### src/rtl/sdram_arbiter_rr.sv
// sdram_arbiter_rr: N-master arbiter (round-robin or fixed priority with aging) in front of a single-port SDRAM controller.
module sdram_arbiter_rr #(
    parameter int NUM_MASTERS = 4,
    parameter int ID_WIDTH    = 3,
    parameter int ADDR_WIDTH  = 26,
    parameter int DATA_WIDTH  = 32,
    parameter int ROUND_ROBIN = 1,
    parameter int MAX_WAIT    = 7
) (
    input  logic                                clock,
    input  logic                                reset,
    output logic [ID_WIDTH-1:0]                 sdram_req,
    output logic [ADDR_WIDTH-1:0]               sdram_addr,
    output logic                                sdram_write,
    output logic                                sdram_burst,
    output logic [DATA_WIDTH/8-1:0]             sdram_byte_enable,
    output logic [DATA_WIDTH-1:0]               sdram_wdata,
    input  logic                                sdram_ack,
    input  logic [DATA_WIDTH-1:0]               sdram_rdata,
    input  logic [ID_WIDTH-1:0]                 sdram_rdvalid,
    input  logic                                sdram_complete,
    input  logic [NUM_MASTERS-1:0]              bus_request,
    input  logic [NUM_MASTERS*ADDR_WIDTH-1:0]   bus_addr,
    input  logic [NUM_MASTERS-1:0]              bus_write,
    input  logic [NUM_MASTERS-1:0]              bus_burst,
    input  logic [NUM_MASTERS*DATA_WIDTH/8-1:0] bus_byte_enable,
    input  logic [NUM_MASTERS*DATA_WIDTH-1:0]   bus_wdata,
    output logic [NUM_MASTERS-1:0]              bus_ack,
    output logic [DATA_WIDTH-1:0]               bus_rdata,
    output logic [NUM_MASTERS-1:0]              bus_rdvalid,
    output logic [NUM_MASTERS-1:0]              bus_complete
);
    localparam int BW = DATA_WIDTH / 8;
    localparam int WW = MAX_WAIT > 0 ? $clog2(MAX_WAIT + 1) : 1;

    logic [ID_WIDTH-1:0] grant_q, rr_ptr_q, grant, win;
    logic [WW-1:0]       wait_cnt_q [NUM_MASTERS];
    logic                held, found;

    always_comb begin
        win   = '0;
        found = 1'b0;
        held  = 1'b0;
        if (ROUND_ROBIN != 0) begin
            for (int k = 1; k <= NUM_MASTERS; k++)
                if (!found && bus_request[(int'(rr_ptr_q) + k) % NUM_MASTERS]) begin
                    found = 1'b1;
                    win   = ID_WIDTH'((int'(rr_ptr_q) + k) % NUM_MASTERS + 1);
                end
        end else begin
            for (int i = NUM_MASTERS - 1; i >= 0; i--)
                if (bus_request[i]) win = ID_WIDTH'(i + 1);
            // an aged-out requester overrides plain priority
            if (MAX_WAIT > 0)
                for (int i = NUM_MASTERS - 1; i >= 0; i--)
                    if (bus_request[i] && wait_cnt_q[i] == WW'(MAX_WAIT)) win = ID_WIDTH'(i + 1);
        end
        for (int i = 0; i < NUM_MASTERS; i++)
            if (grant_q == ID_WIDTH'(i + 1) && bus_request[i]) held = 1'b1;
        grant = reset ? '0 : grant_q != '0 ? (held ? grant_q : '0) : win;
    end

    always_comb begin
        sdram_req         = grant;
        sdram_addr        = '0;
        sdram_write       = 1'b0;
        sdram_burst       = 1'b0;
        sdram_byte_enable = '0;
        sdram_wdata       = '0;
        bus_ack           = '0;
        for (int i = 0; i < NUM_MASTERS; i++)
            if (grant == ID_WIDTH'(i + 1)) begin
                sdram_addr        = bus_addr[i*ADDR_WIDTH +: ADDR_WIDTH];
                sdram_write       = bus_write[i];
                sdram_burst       = bus_burst[i];
                sdram_byte_enable = bus_byte_enable[i*BW +: BW];
                sdram_wdata       = bus_wdata[i*DATA_WIDTH +: DATA_WIDTH];
                bus_ack[i]        = sdram_ack;
            end
    end

    always_ff @(posedge clock) begin
        if (reset) begin
            grant_q  <= '0;
            rr_ptr_q <= ID_WIDTH'(NUM_MASTERS - 1);
            for (int i = 0; i < NUM_MASTERS; i++) wait_cnt_q[i] <= '0;
        end else begin
            if (sdram_ack && grant != '0) begin
                grant_q  <= '0;
                rr_ptr_q <= grant - ID_WIDTH'(1);
            end else begin
                grant_q <= grant;
            end
            for (int i = 0; i < NUM_MASTERS; i++)
                if (ROUND_ROBIN != 0 || !bus_request[i]) wait_cnt_q[i] <= '0;
                else if (sdram_ack && grant != '0) begin
                    if (grant == ID_WIDTH'(i + 1)) wait_cnt_q[i] <= '0;
                    else if (wait_cnt_q[i] != WW'(MAX_WAIT)) wait_cnt_q[i] <= wait_cnt_q[i] + WW'(1);
                end
        end
    end

    genvar g;
    for (g = 0; g < NUM_MASTERS; g++) begin : g_ret
        assign bus_rdvalid[g]  = sdram_rdvalid == ID_WIDTH'(g + 1);
        assign bus_complete[g] = bus_rdvalid[g] && sdram_complete;
    end
    assign bus_rdata = sdram_rdata;
endmodule

### config.mk
export PLATFORM = sky130hd
export DESIGN_NAME = sdram_arbiter_rr
export DESIGN_NICKNAME = d
export VERILOG_FILES = /design/src/rtl/sdram_arbiter_rr.sv
export SDC_FILE = /design/constraint.sdc
export NUM_CORES = 1
export LEC_CHECK = 0
export BUFFER_PORTS_ARGS = -buffer_cell sky130_fd_sc_hd__buf_2
export CAP_MARGIN = 30
export CORE_AREA = 5 5 158 160
export DETAILED_ROUTE_END_ITERATION = 8
export DIE_AREA = 0 0 163 165
export HOLD_SLACK_MARGIN = 0.06
export PLACE_DENSITY = 0.38
export SYNTH_ARGS = -nofsm -noshare
export SYNTH_HDL_FRONTEND = slang
export SYNTH_SLANG_ARGS = --single-unit
export TNS_END_PERCENT = 5
### constraint.sdc
create_clock -name clock -period 4.4 [get_ports clock]
set_clock_uncertainty 0.05 [all_clocks]
set_input_delay 0 -clock clock [delete_from_list [all_inputs] [get_ports clock]]
set_output_delay 0 -clock clock [all_outputs]
set_load 0.005 [all_outputs]
==> summary.txt, run 1 <==
Timing
  – Final setup TNS: 0 ns
  – Worst slew margin: about three fifths
  – RSZ-0062 raised after global routing: no
  – Final Hold Fails: 0
  – Final setup fails: 0
  – Max Freq: 245 MHz
  – Fin crit share: ~93%
  – WHS: about 0.070 ns
  – Worst-Margin Slew: around 0.6 ns
  – Final min period: a little over 4 ns
  – Final worst setup slack: 0.315 ns
  – Max Slew Vio Count: 0

Hold path
  – Worst hold path type: input port to flop
  – Worst Hold Depth: 3

Job
  – Max-cap viol count: 0

Power
  – Leak: approximately 2.3 nW
  – Max VDD drop: around 0.36 mV
  – Total power: 3.09 mW
  – Pwr Density: about 640 mW/mm²

Yosys
  – Post-synth top flop: dfxtp_1
  – Register area share after synthesis: under 10%
  – Mapped Nets: ~660
  – Synth cell types: 41
  – EDFF count, synth: 0
  – Post-synthesis register bit count: 5
  – Synthesized area per cell: ~7.3 µm²
  – Async set-or-reset flop fraction in the synthesized netlist: 0%
  – Mapped Area: approximately 0.0026 mm²
  – Post-Synthesis Cells: 350
  – Number of warnings issued by yosys: 0

Layout
  – Non-Filler Instances: ~1000
  – Area of the multi-input gates: roughly 0.0020 mm²
  – Layout Nets: 985
  – Sequential cell area: about 100 µm²
  – N_diodes: 0
  – Layout cells sized above 1: between 50% and 60%
  – Fill cells: 2699
  – Post-synthesis to final-layout area growth: 88.4%

Clock tree
  – Clock latency on the worst-skew pair: approximately 0.23 ns
  – CTS tree: yes
  – Max clock buf depth: 2
  – H-tree depth: 1
  – Clock Pin Slew Worst Setup and Hold Paths: 0.03 ns
  – Sink Count: 5
  – CTS root buf: clkbuf_16
  – TritonCTS Buffers: 3

Status
  – Status: complete, no violations

Floorplan
  – Rows: between 50 and 60
  – Die ar.: 0.0269 mm²
  – Die X-Extent: around 160 µm
  – Starting Density: 11.0%
  – Core area: approximately 0.023 mm²
  – Die H: around 170 µm
  – I/O Pins: 410

GRT
  – GRT Total Usage: about 11%
  – First-pass GRT wire length: 23900 µm
  – Number of global-route vias before repair: approximately 4200
  – Largest net degree at the start of global routing: between 60 and 70
  – Initial antenna violation count: 1
  – Global route total overflow: 0

Detailed routing
  – Final WL: ~18000 µm
  – 1st-iter DRT viols: about 190
  – Drt via density: between 4 and 5
  – DRC: 0
  – Drt pass-1 iters: 5
  – Drt wl/cell: 18.0 µm
  – Post-DRT Antenna Nets: 0
  – Routed via count: 4210

Critical path
  – Crit path launch type: flop
  – Worst path required time: 4.35 ns
  – Crit end category: primary output
  – Reg2Reg Depth: 8
  – WP data arrival: about 4 ns
  – Kind of critical path: flop to primary output
  – Crit path max fanout: 33

Place
  – Post-place setup slack: 0.127 ns
  – Buffers on Ports: 345
  – Dpl hpwl: roughly 13000 µm
  – Routability Congestion: 0.789
  – Placed Cells: roughly 960
[cells in the final DEF, fill, tap and decap left out, types with 2 or more instances in the layout]
cell           netlist  layout
a211oi_4             2       2
dfxtp_1              5       4
inv_1                7       7
nor2_1               9       9
buf_2               11     345
nor3_1               2       2
ha_1                 8       7
and3_1               3       3
and2_1               5       4
nor3b_1              3       3
clkbuf_16            0       4
nor4_1               2       2
a21oi_1             41      41
nand2b_1             2       2
nand3b_1             4       4
a21oi_2             30      30
mux4_2               4       4
o22ai_1             64      64
buf_12               0       6
dlygate4sd3_1        0      33
mux2i_1              4       4
buf_4               34       6
nand2_1              5       5
o21ai_0              2       2
a22oi_1             64      64
[per-layer routing]
layer | vias up | track usage, % | routed length (µm)
met1 | 1926 | 13.9 | 7070
met5 | - | 0 | 13
met4 | 2 | 1.26 | 55
met2 | 237 | 20.4 | 9260
li1 | 2038 | - | -
met3 | 7 | 2.22 | 1510
[synth_stat cells (all sizes together), types with 4 or more instances]
master  count  area share [%]
inv         7             1.0
a21oi      71              18
a22oi      64              19
nand3b      4             1.2
dfxtp       5             3.9
clkbuf     10             1.5
nand2       5            0.73
and2        5             1.2
mux4        4             3.5
ha          8             3.9
buf        58              17
mux2i       4             1.6
nor2        9             1.3
o22ai      64              16
[stage by stage]
step	cell area [µm²]	util (%)
3_5_place_dp	4330	18.6
3_3_place_gp	4330	18.6
4_1_cts	4750	20.4
5_1_grt	4840	20.8
6_report	4840	20.8
2_1_floorplan	2570	-
[sequential cells by signal (all words and copies together) (netlist names)]
register and cells:
grant_q 3, rr_ptr_q 2
[report_power, final]
part	total (mW)	internal, mW	switching, mW
combinational	2.85	1.31	1.55
clock	0.151	0.120	0.0310
sequential	0.0827	0.0626	0.0200
[final timing paths]
check        slack (ns)        endpoint   startpoint
max reg2reg        1.17     rr_ptr_q[1]  rr_ptr_q[1]
min                0.07     rr_ptr_q[1]        reset
max                0.32  sdram_wdata[1]  rr_ptr_q[1]
min reg2reg        0.51     rr_ptr_q[1]  rr_ptr_q[1]
[critical path, stage by stage, from the launching register on]
cell and delay (ns):
dfxtp_2 0.38, inv_1 0.10, ha_4 0.33, mux4_2 0.36
or4b_4 0.56, o21ai_0 0.18, o21a_1 0.21, inv_1 0.10
ha_1 0.23, nand3b_1 0.23, a211oi_4 0.22, buf_4 0.19
buf_12 0.20, a22oi_1 0.13, a21oi_1 0.20, buf_2 0.15
[cell type report]
| type | count | area share (%) |
|---|---|---|
| multi-input cells | 270 | 41.1 |
| well taps | 319 | 8.25 |
| flip-flops and latches | 5 | 2.09 |
| inverters | 7 | 0.543 |
| repair buffers | 391 | 46.4 |
| clock buffers | 4 | 1.63 |
[timing repair]
item	CTS	global route
setup buffers	0	2
gates cloned	0	1
resized for setup	2	4
endpoints found under the hold margin	33	0
hold buffers	33	0
pin swaps	0	1
endpoints found under the setup margin	5	64
[kinds of logic (layout without fill, tap and decap cells)]
logic type,after synthesis,after routing,synth area share (%)
AO/OA/AOI/OAI,212,212,57.4
XOR/XNOR,1,1,0.341
adder cells (fa/ha/maj),8,8,3.90
buffers and inverters,75,402,20.0
flip-flops,5,5,3.90
multiplexers,9,9,5.50
AND/OR/NAND/NOR,40,40,9.01
No activity file was read; power rests on OpenSTA's default activity.
==> run 2, diff against run 1 <==
--- a/config.mk
+++ b/config.mk
@@ -5,7 +5,7 @@
 export SDC_FILE = /design/constraint.sdc
 export NUM_CORES = 1
 export LEC_CHECK = 0
-export BUFFER_PORTS_ARGS = -buffer_cell sky130_fd_sc_hd__buf_2
+export BUFFER_PORTS_ARGS = -buffer_cell sky130_fd_sc_hd__buf_4
 export CAP_MARGIN = 30
 export CORE_AREA = 5 5 158 160
 export DETAILED_ROUTE_END_ITERATION = 8
==> constraint.sdc (replaced) <==
create_clock -name clock -period 4.4 [get_ports clock]
set_clock_uncertainty 0.05 [all_clocks]
set_input_delay 0.44 -clock clock [delete_from_list [all_inputs] [get_ports clock]]
set_output_delay 0.44 -clock clock [all_outputs]
set_load 0.005 [all_outputs]
==> run 2 against run 1 <==
Worst hold slack better by 0.27 ns. Power up 19%. Die area unchanged. Count of clock-buffer cells in the layout unchanged. First-iteration DRC count up 3.6%. Largest power group unchanged. Cell area up 14%. Utilization up 2.9 points. Register-to-register slack better by 0.15 ns. Critical path type unchanged. Combinational power up 21%.
==> summary.txt, run 2 (same netlist as run 1, synthesis figures left out) <==
Layout
  – Fin util: approximately a quarter
  – N_diodes: 0
  – Most frequent cells in the layout: buf_4 (360), o22ai_1 (64), a22oi_1 (63), a21oi_1 (41), a21oi_2 (30)
  – Most common cell after layout, fill and taps aside: buf_4
  – Max FFs per register: 3
  – Layout cells sized above 1: between 60% and 70%
  – Biggest regs: grant_q: 3 flops, rr_ptr_q: 2 flops
  – Layout Nets: around 970
  – Biggest register: grant_q
  – Post-synthesis to final-layout area growth: 115%

Timing
  – Final worst setup slack: roughly 0.22 ns
  – Max Freq: between 200 and 250 MHz
  – Max Slew Vio Count: 0
  – Final setup fails: 0
  – Worst-Margin Slew: roughly 0.53 ns
  – Worst slew margin: 64.5%
  – RSZ-0062 raised after global routing: no
  – Fin crit share: 95.1%
  – Final Hold Fails: 0
  – Final min period: about 4.2 ns
  – WHS: roughly 0.34 ns

Hold path
  – Min-delay src: sdram_ack
  – Worst Hold Endpoint: grant_q[2]
  – Worst hold path type: input port to flop
  – Worst Hold Depth: 2

Critical path
  – Crit path max fanout: 12
  – Crit path launch type: flop
  – Kind of critical path: flop to primary output
  – FF-to-FF End: rr_ptr_q[0]
  – Worst R2R Start: rr_ptr_q[1]
  – CP startpoint: rr_ptr_q[1]
  – Crit end category: primary output
  – Reg2Reg Depth: 8
  – Reg-to-reg slack, setup: between 1 and 1.5 ns
  – WP data arrival: about 3.7 ns
  – Worst path required time: around 3.9 ns

Power
  – Leak: 2.51 nW
  – Max VDD drop: roughly 0.25 mV
  – Sequential share of power: 2.2%
  – Sw Ratio: between 40 and 50%
  – Combinational share of power: 93.7%
  – Pwr Density: 665 mW/mm²
  – Internal: between 1.5 and 2 mW
  – Clock share of power: 4.1%
  – Switching power of the nets: 1.71 mW

Clock tree
  – Clock Pin Slew Worst Setup and Hold Paths: 0.03 ns
  – CTS root buf: clkbuf_16
  – Clock latency on the worst-skew pair: 0.23 ns
  – CTS tree: yes
  – TritonCTS Buffers: 3
  – Max clock buf depth: 2
  – H-tree depth: 1
  – Sink Count: 5

Floorplan
  – Starting Density: between 10 and 15%
  – I/O Pins: 410
  – Die H: between 150 and 200 µm
  – Rows: 56
  – Die ar.: approximately 0.027 mm²
  – Core area: 0.0233 mm²
  – Die X-Extent: around 160 µm

Place
  – Dpl hpwl: 14400 µm
  – Post-place setup slack: between 0.1 and 0.15 ns
  – Routability Congestion: around 0.8
  – Buffers on Ports: approximately 350

GRT
  – Largest net degree at the start of global routing: 66
  – Initial antenna violation count: 0
  – First-pass GRT wire length: roughly 25000 µm
  – Number of global-route vias before repair: ~4200
  – GRT Total Usage: between 10% and 20%
  – Global route total overflow: 0

Detailed routing
  – 1st-iter DRT viols: 200
  – Final WL: about 19000 µm
  – Post-DRT Antenna Nets: 0
  – DRC: 0
  – Drt pass-1 iters: 5
  – Drt wl/cell: 19.4 µm
  – Drt via density: between 4 and 5
  – Routed via count: 4145

Job
  – Max-cap viol count: 0

Status
  – Status: complete, no violations
## run 2: cell count changes in the layout (fill, tap and decap cells not counted), sizes merged
cell / before / now
and2: 5 / 6
buf: 357 / 368
clkbuf: 5 / 7
dlygate4sd3: 33 / 0
## run 2: stage by stage
step           std cells  cell area, µm²  TNS, ns  power (mW)
2_1_floorplan        350            2570        0        1.73
3_3_place_gp         960            5250        0        3.35
3_5_place_dp         960            5250        0        3.31
4_1_cts              964            5320    -2.42        3.47
5_1_grt              977            5520        0        3.96
6_report             977            5520        0        3.67
## run 2: what timing repair did
action	4_1_cts	5_1_grt
hold buffers	0	0
gates cloned	0	4
gates resized for setup	0	10
pin swaps	0	7
setup buffers	0	8
endpoints found under the setup margin	46	64
## run 2: how the worst max path moves through the flow
stage / endpoint / cells past startpoint
floorplan: sdram_addr[11] / 15
global placement: sdram_wdata[2] / 12
detailed placement: sdram_wdata[3] / 12
CTS: sdram_wdata[3] / 12
global route: sdram_wdata[15] / 15
finish: sdram_addr[24] / 15
## run 2: layout make-up
class | count | area (µm²)
Clock buffer | 4 | 78.8
Timing Repair Buffer | 371 | 2910
Multi-Input combinational cell | 271 | 2000
Fill cell | 2659 | 17700
Sequential cell | 5 | 101
Tap cell | 319 | 399
Inverter | 7 | 26.3
## run 2: power groups by stage
stage	registers, mW	clock network [mW]	logic (mW)
CTS	0.0792	0.151	3.24
global route	0.0850	0.158	3.71
floorplan	0.0798	0	1.65
finish	0.0816	0.149	3.44
global placement	0.0805	0	3.27
detailed placement	0.0794	0	3.23
## run 2: critical path: stages, from the launching register on
cell	delay, ns
dfxtp_1	0.31
inv_1	0.08
ha_4	0.30
mux4_2	0.34
or4b_4	0.56
o21ai_1	0.14
o21a_1	0.18
inv_1	0.09
ha_2	0.21
nand3b_1	0.20
a211oi_4	0.26
buf_6	0.19
buf_12	0.15
a22oi_1	0.16
a21oi_2	0.17
buf_4	0.12
## run 2: metal layers
metal	vias to the layer above	share of wire, %	track usage (%)
met2	230	51	21.4
li1	1997	-	-
met4	0	1.7	2.17
met5	-	0	0
met3	26	7.8	2.57
met1	1892	40	14.1
==> run 3, diff against run 2 <==
==> constraint.sdc (replaced) <==
create_clock -name clock -period 4.6 [get_ports clock]
set_clock_uncertainty 0.05 [all_clocks]
set_input_delay 0.46 -clock clock [delete_from_list [all_inputs] [get_ports clock]]
set_output_delay 0.46 -clock clock [all_outputs]
set_load 0.005 [all_outputs]
==> run 3 against run 2 <==
Non-clock buffer count did not move. Sequential power fell by 5.1%. Via count rose by 0.58%. Global-route usage rose by 0.29 points. Worst setup slack got worse by 0.027 ns. Critical endpoint is now sdram_wdata[15]. First-iteration DRC count fell by 43%.
==> summary.txt, run 3 (same netlist as run 1, synthesis figures left out) <==
Critical path
  – Crit path launch type: flop
  – Worst path required time: about 4 ns
  – Max incr delay on CP: between 0.5 and 0.6 ns
  – Crit path cell chain: buf_6, mux4_2, or4b_4, o21ai_0, o21a_1, inv_1, ha_1, nand3b_1, a211oi_4, buf_4, buf_12, a22oi_1, a21oi_4, buf_4
  – Crit end category: primary output
  – Slowest CP cell: or4b_4
  – WP data arrival: a little under 4 ns
  – Worst path most repeated cell: buf_4
  – Kind of critical path: flop to primary output
  – Crit path max fanout: 24

GRT
  – Number of global-route vias before repair: 4270
  – First-pass GRT wire length: 25500 µm
  – GRT Total Usage: between 10% and 20%
  – Largest net degree at the start of global routing: 41
  – Global route total overflow: 0
  – Initial antenna violation count: 1

Detailed routing
  – Met2 wire length: 9820 µm
  – Routed via count: between 4000 and 5000
  – Drt pass-1 iters: 4
  – Detailed-routing wirelength on met1: approximately 6800 µm
  – WL met3: about 1800 µm
  – DRC: 0
  – Uppermost layer routed: met5
  – Drt via density: approximately 4.3
  – Final WL: between 15000 and 20000 µm
  – 1st-iter DRT viols: ~110
  – Drt wl/cell: 19.1 µm
  – Post-DRT Antenna Nets: 0

Clock tree
  – Hold buffers post-CTS: 0
  – H-tree depth: 1
  – Max clock buf depth: 2
  – TritonCTS Buffers: 3
  – Clock Pin Slew Worst Setup and Hold Paths: about 0.03 ns
  – CTS root buf: clkbuf_16
  – Clock latency on the worst-skew pair: roughly 0.23 ns
  – CTS tree: yes
  – Sink Count: 5

Layout
  – Biggest register: grant_q
  – N_diodes: 0
  – Most common cell after layout, fill and taps aside: buf_4
  – Layout Nets: roughly 970
  – Max FFs per register: 3
  – Most frequent cells in the layout: buf_4 (362), a22oi_1 (64), o22ai_1 (64), a21oi_1 (41), a21oi_2 (29)
  – Design area: approximately 0.0055 mm²
  – Fill cells: roughly 2700
  – Biggest regs: grant_q: 3 flops, rr_ptr_q: 2 flops
  – Post-synthesis to final-layout area growth: 114%
  – Layout cells sized above 1: 63.6%

Floorplan
  – Die X-Extent: 163 µm
  – I/O Pins: slightly above 400
  – Rows: 56
  – Die ar.: between 0.02 and 0.03 mm²
  – Core area: 0.0233 mm²
  – Die H: 165 µm
  – Starting Density: between 10 and 15%

Power
  – Switching power of the nets: 1.58 mW
  – Max VDD drop: between 0.2 and 0.3 mV
  – Combinational share of power: roughly 94%
  – Clock share of power: about 4.2%
  – Sequential share of power: under 10%
  – Sw Ratio: between 40 and 50%
  – Pwr Density: 625 mW/mm²
  – Leak: about 2.5 nW
  – Internal: roughly 1.9 mW

Timing
  – Final setup fails: 0
  – Final Hold Fails: 0
  – Final min period: between 4 and 5 ns
  – Final worst setup slack: about 0.19 ns
  – Max Freq: 227 MHz
  – Worst-Margin Slew: ~0.56 ns
  – Max Slew Vio Count: 0
  – Worst slew margin: roughly 62%
  – Fin crit share: 95.9%
  – Final setup TNS: 0 ns

Place
  – Post-place setup slack: 0.234 ns
  – Buffers on Ports: between 300 and 400
  – Routability Congestion: around 0.8
  – Placed instance area: ~0.0053 mm²
  – Dpl hpwl: approximately 15000 µm

Hold path
  – Worst hold path type: input port to flop

Status
  – Status: complete, no violations

Job
  – Max-cap viol count: 0
==> run 3: cell types whose count changed in the layout (fill, tap and decap cells not counted), moves of 2 or more <==
| cell | before | now |
|---|---|---|
| buf_6 | 3 | 1 |
| clkbuf_16 | 6 | 4 |
| buf_12 | 5 | 7 |
| buf_4 | 360 | 362 |
==> run 3: final timing paths <==
check	startpoint	end	slack, ns	cells past startpoint
max	rr_ptr_q[0]	sdram_wdata[15]	0.19	14
min	sdram_ack	grant_q[2]	0.36	2
max reg2reg	rr_ptr_q[0]	rr_ptr_q[1]	1.48	7
min reg2reg	rr_ptr_q[1]	rr_ptr_q[1]	0.65	3
==> run 3: per-layer routing <==
metal	up-vias	global-route usage, %
li1	1998	-
met1	1922	13.5
met2	223	22.3
met3	24	3.79
met4	2	2.10
met5	-	0
==> run 3: repair_timing <==
item,4_1_cts,5_1_grt
buffers inserted,0,10
pin swaps,0,3
endpoints found under the setup margin,1,60
gates cloned,0,1
gates resized for setup,2,6
hold endpoints to repair,0,0
==> run 3: cell type report <==
| type | instances | area, µm² | area share, % |
|---|---|---|---|
| Clock buffer | 4 | 78.8 | 1.43 |
| Inverter | 7 | 26.3 | 0.478 |
| Multi-Input combinational cell | 270 | 2000 | 36.3 |
| Sequential cell | 5 | 100 | 1.82 |
| Tap cell | 319 | 399 | 7.26 |
| Timing Repair Buffer | 371 | 2890 | 52.7 |
==> run 3: power by group through the flow <==
stage	clock network [mW]	registers, mW	logic [mW]
CTS	0.146	0.0755	3.15
detailed placement	0	0.0760	3.13
global route	0.150	0.0793	3.48
finish	0.145	0.0774	3.21
floorplan	0	0.0764	1.58
global placement	0	0.0775	3.17
==> run 3: worst max-delay path: cells and delay by family (launching register included) <==
family                     cells  cell delay [ns]
DFF                            1             0.36
muxes                          1             0.56
adders and majority gates      1             0.23
buffers and inverters          5             0.76
and+or+nand+nor                2             0.79
AOI/OAI and AO/OA              5             0.95
==> run 3: stage by stage <==
step	utilization, %	total power [mW]	instances	hold slack (ns)
final	23.6	3.44	976	0.360
after global routing	23.6	3.71	976	0.375
after CTS	23.1	3.38	965	0.360
after detailed placement	22.7	3.21	961	0.598
after global placement	22.7	3.25	961	0.599
after floorplan	-	1.66	350	0.482
